--- src/rtl/sram_burst_ctrl.sv ---
// Burst master port to single-ported synchronous SRAM: one word access per cycle, word address wraps at the top.
// Latency: write beat reaches SRAM next cycle; read beat i returns RD_LATENCY+2+i cycles after accept.
// Backpressure: waitrequest stays high from read accept until the cycle after its final rd_valid.
module sram_burst_ctrl #(
    parameter int ADDR_WIDTH     = 32,
    parameter int DATA_WIDTH     = 32,
    parameter int BURSTLEN_WIDTH = 2,
    parameter int SRAM_AW        = 24,
    parameter int RD_LATENCY     = 2
) (
    input  logic                      clock,
    input  logic                      reset_n,
    input  logic [ADDR_WIDTH-1:0]     addr,
    input  logic [BURSTLEN_WIDTH-1:0] burst_len,
    input  logic                      rd,
    input  logic                      wr,
    input  logic [DATA_WIDTH-1:0]     data_in,
    output logic                      waitrequest,
    output logic [DATA_WIDTH-1:0]     data_out,
    output logic                      rd_valid,
    output logic                      sram_ce,
    output logic                      sram_we,
    output logic [SRAM_AW-1:0]        sram_addr,
    output logic [DATA_WIDTH-1:0]     sram_wdata,
    input  logic [DATA_WIDTH-1:0]     sram_rdata
);
    localparam int BW = $clog2(DATA_WIDTH / 8);

    typedef enum logic [1:0] {IDLE, WRITE, READ, DRAIN} state_t;

    state_t                    state_q;
    logic [BURSTLEN_WIDTH-1:0] cnt_q;
    logic [RD_LATENCY-1:0]     rvld_q;
    logic                      rd_valid_q;
    logic [DATA_WIDTH-1:0]     data_out_q;
    logic                      sram_ce_q;
    logic                      sram_we_q;
    logic [SRAM_AW-1:0]        sram_addr_q;
    logic [DATA_WIDTH-1:0]     sram_wdata_q;
    logic [SRAM_AW-1:0]        base_word;
    logic                      unused_addr;

    assign base_word   = addr[SRAM_AW+BW-1:BW];
    assign unused_addr = ^addr;

    assign waitrequest = !reset_n || (state_q == READ) || (state_q == DRAIN);
    assign data_out    = data_out_q;
    assign rd_valid    = rd_valid_q;
    assign sram_ce     = sram_ce_q;
    assign sram_we     = sram_we_q;
    assign sram_addr   = sram_addr_q;
    assign sram_wdata  = sram_wdata_q;

    always_ff @(posedge clock or negedge reset_n) begin
        if (!reset_n) begin
            state_q      <= IDLE;
            cnt_q        <= '0;
            rvld_q       <= '0;
            rd_valid_q   <= 1'b0;
            data_out_q   <= '0;
            sram_ce_q    <= 1'b0;
            sram_we_q    <= 1'b0;
            sram_addr_q  <= '0;
            sram_wdata_q <= '0;
        end else begin
            sram_ce_q  <= 1'b0;
            sram_we_q  <= 1'b0;
            // Track read issues so each returning word is tagged exactly when sram_rdata is valid.
            rvld_q     <= RD_LATENCY'({rvld_q, sram_ce_q & ~sram_we_q});
            rd_valid_q <= rvld_q[RD_LATENCY-1];
            if (rvld_q[RD_LATENCY-1]) begin
                data_out_q <= sram_rdata;
            end
            case (state_q)
                IDLE: begin
                    if (wr) begin
                        sram_ce_q    <= 1'b1;
                        sram_we_q    <= 1'b1;
                        sram_addr_q  <= base_word;
                        sram_wdata_q <= data_in;
                        cnt_q        <= burst_len;
                        if (burst_len != '0) begin
                            state_q <= WRITE;
                        end
                    end else if (rd) begin
                        sram_ce_q   <= 1'b1;
                        sram_addr_q <= base_word;
                        cnt_q       <= burst_len;
                        state_q     <= READ;
                    end
                end
                WRITE: begin
                    if (wr) begin
                        sram_ce_q    <= 1'b1;
                        sram_we_q    <= 1'b1;
                        sram_addr_q  <= sram_addr_q + SRAM_AW'(1);
                        sram_wdata_q <= data_in;
                        cnt_q        <= cnt_q - BURSTLEN_WIDTH'(1);
                        if (cnt_q == BURSTLEN_WIDTH'(1)) begin
                            state_q <= IDLE;
                        end
                    end
                end
                READ: begin
                    if (cnt_q == '0) begin
                        state_q <= DRAIN;
                    end else begin
                        sram_ce_q   <= 1'b1;
                        sram_addr_q <= sram_addr_q + SRAM_AW'(1);
                        cnt_q       <= cnt_q - BURSTLEN_WIDTH'(1);
                    end
                end
                DRAIN: begin
                    if (rvld_q == '0) begin
                        state_q <= IDLE;
                    end
                end
                default: state_q <= IDLE;
            endcase
        end
    end

    wr_burst_no_rd: assert property (@(posedge clock) disable iff (!reset_n) !(state_q == WRITE && rd));

endmodule

--- config.mk ---
export PLATFORM = sky130hd
export DESIGN_NAME = sram_burst_ctrl
export DESIGN_NICKNAME = d
export VERILOG_FILES = /design/src/rtl/sram_burst_ctrl.sv
export SDC_FILE = /design/constraint.sdc
export NUM_CORES = 1
export LEC_CHECK = 0
export ABC_AREA = 1
export CAP_MARGIN = 5
export CORE_UTILIZATION = 39
export DETAILED_ROUTE_END_ITERATION = 8
export HOLD_SLACK_MARGIN = 0.02
export PLACE_DENSITY = 0.77
export SETUP_SLACK_MARGIN = 0.05
export SLEW_MARGIN = 40
export SYNTH_ARGS = -nofsm -noshare
export SYNTH_HDL_FRONTEND = slang
export SYNTH_SLANG_ARGS = --single-unit
--- constraint.sdc ---
create_clock -name clock -period 1.8 [get_ports clock]
set_clock_uncertainty 0.2 [all_clocks]
set_input_delay 0.54 -clock clock [delete_from_list [all_inputs] [get_ports clock]]
set_output_delay 0.54 -clock clock [all_outputs]
set_load 0.05 [all_outputs]
==> flow_summary.ini <==
[synth]
netlist_area_um2 = 4690
ys_ff_latch = 97
async_reset_ff_share_pct = 100
synth_cells = 484
synth-main-ff-cell = dfrtp_1
yosysSeqAreaShare_pct = 51.7
synth_nets = 593
synth_edf_count = 0
synth_warnings = 0
synth.avg_cell_area_um2 = 9.69
synthDistinctLibCells = 34

[setup_path]
r2r_setup_slack_ns = -0.22
cpPeakStageDelay_ns = 0.44
crit_slowest_cell = dfrtp_1
startpoint_type = register
r2r-start = state_q[0]
setup.worst_path.class = reg2out
path_max_fanout = 3
crit_chain = inv_2, ha_4, inv_4, nand3_4, buf_8
worstSetupEndpointType = output pin
startpoint = state_q[0]
required_ns = 1.06
crit_arrival_ns = 1.33

[layout]
syn_to_final_growth_pct = 79.0
final_cells = 851
fillers = 791
drive_gt1_share_pct = 38.2
finalNetCount = 811
fin_area_um2 = 8400

[global_route]
grt_max_degree = 98
grt_pass1_vias = 4456
grt_usage_pct = 22.4
antenna_found_initial = 1
grt-ovfl-total = 0
grt_pass1_wl_um = 22200

[cts]
cts-root-buf = clkbuf_16
postCtsHoldBufs = 0
cts_htree_levels = 3
clkSlewWorstSetupHoldPaths_ns = 0.07
insertion_delay_ns = 0.34
clk_path_buf_depth = 2
cts_tree = yes
cts.sinks = 97
cts-buffers-inserted = 9

[status]
violations = DRC, setup timing
status = finished with violations

[route]
drtAntennaViolNets = 0
wl_met3_um = 941
first_iter_violations = 258
met1Wirelength_um = 5500
wl_per_cell_um = 16.4
maxUsedRoutingLayer = met4
viasPerCell = 5.05
wl_met2_um = 7290
finalWirelength_um = 14000
drt_first_pass_iters = 7
num_vias = 4300
drc_errors = 16

[placed_design]
place_area_um2 = 7760
gp_congestion = 0.919
hpwl_um = 9730
portBuffers = 185
place_inst = 814

[timing]
hold_violations = 0
max_freq_mhz = 483
layout_setup_ws_ns = -0.271
rsz0062_at_grt = yes
max-slew-margin-rel_pct = 65.6
slew_violations = 0
worst_pin_slew_ns = 0.516
tns_ns = -8.99
setup_viol_count_final = 61
layout_min_cycle_time_ns = 2.07
min_period_over_period_pct = 115

[floorplanning]
die_area_um2 = 12500
coreArea_um2 = 11600
die_w_um = 112
fp.dieH_um = 112
rows = 39
io_pins = 194
start_util_pct = 40.6

[job]
cap_viol_max_count = 0

[hold_path]
worst_hold_path_type = in2async
[layout by cell type, fill, tap and decap left out, types with 4 or more instances in the layout]
cell,Yosys,layout
inv_1,42,38
nor2_2,2,4
mux2_2,64,64
nand2_2,0,5
nor2_1,54,51
nand3_1,24,23
clkdlybuf4s50_1,0,90
buf_4,4,20
o21ai_0,27,18
nor2_4,5,7
nand2_4,1,4
buf_6,2,11
ha_4,0,4
dfrtp_1,97,75
o21ai_1,4,12
buf_12,0,95
clkbuf_16,0,9
nand2_1,107,99
dfrtp_2,0,22
a21oi_1,9,7
[worst max-delay path: cells and delay by family (launching register included)]
| family | cells | cell delay, ns |
|---|---|---|
| AND/OR/NAND/NOR | 1 | 0.07 |
| adder cells (fa/ha/maj) | 1 | 0.18 |
| buffers and inverters | 3 | 0.31 |
| flip-flops | 1 | 0.44 |
[final cells by class]
cell class              instances  area (um^2)  area share, %
repair buffers                220         3140           37.4
flip-flops and latches         97         2450           29.2
multi-input cells             329         2150           25.6
clock buffers                  10          229           2.73
well taps                     143          179           2.13
inverters                      43          171           2.04
clock inverters                 6         51.3          0.611
repair inverters                2         20.0          0.238
diodes                          1         2.50         0.0298
[worst paths after layout]
| kind | end | cells after the start |
|---|---|---|
| setup / recovery | waitrequest | 5 |
| hold / removal | data_out[3] | 2 |
| setup reg to reg | sram_addr[11] | 11 |
| hold reg to reg | rvld_q[1] | 0 |
| max in group asynchronous | sram_addr[10] | 2 |
| min in group clock | rvld_q[1] | 0 |
[per-stage QoR]
| step | hold slack, ns | utilization [%] | worst slack, ns |
|---|---|---|---|
| 5_1_grt | 0.157 | 72.6 | -0.298 |
| 3_5_place_dp | 0.174 | 67.1 | -0.512 |
| 4_1_cts | 0.125 | 71.3 | -0.249 |
| 6_report | 0.0979 | 72.6 | -0.271 |
| 3_3_place_gp | 0.160 | 67.1 | -0.459 |
| 2_1_floorplan | 0.0444 | - | 0.0528 |
[what timing repair did]
| item | 4_1_cts | 5_1_grt |
|---|---|---|
| hold endpoints to repair | 0 | 0 |
| pin swaps | 4 | 11 |
| cloned | 4 | 0 |
| buffers inserted | 10 | 6 |
| endpoints found under the setup margin | 61 | 71 |
| resized for setup | 33 | 37 |
[Yosys cell counts (3+ instances only)]
library cell	n	area, um^2
nor2_4	5	56.3
buf_2	5	25.0
o22ai_1	3	18.8
buf_4	4	30.0
nand3_1	24	120
mux2_2	64	721
inv_1	42	158
nand2_1	107	402
clkbuf_1	5	18.8
dfrtp_1	97	2430
ha_1	7	87.6
nand4_1	3	18.8
o21ai_1	4	20.0
a21oi_1	9	45.0
o21ai_0	27	135
nor2_1	54	203
[state kept, by name (all words and copies together), names as in the netlist, 2 cells and up]
signal / cells
data_out: 32
sram_wdata: 32
sram_addr: 24
cnt_q: 2
rvld_q: 2
state_q: 2
[metal layers]
metal	vias up	global-route usage, %
met2	192	40.2
met4	0	7.93
li1	2020	-
met3	23	4.35
met1	2065	26.6
met5	-	0
[logic make-up (layout without fill, tap and decap cells)]
| kind of cell | count (synthesis) | in the layout | synth area share (%) |
|---|---|---|---|
| AO/OA/AOI/OAI | 50 | 50 | 5.89 |
| XOR/XNOR | 4 | 4 | 0.747 |
| adder cells (fa/ha/maj) | 7 | 7 | 1.87 |
| buffers and inverters | 59 | 281 | 5.55 |
| flip-flops | 97 | 97 | 51.7 |
| multiplexers | 65 | 65 | 15.6 |
| other | 0 | 1 | 0 |
| AND/OR/NAND/NOR | 202 | 203 | 18.6 |
Power is not shown: default switching activity piles up to over one toggle a cycle in this logic, so the estimate is an artifact.
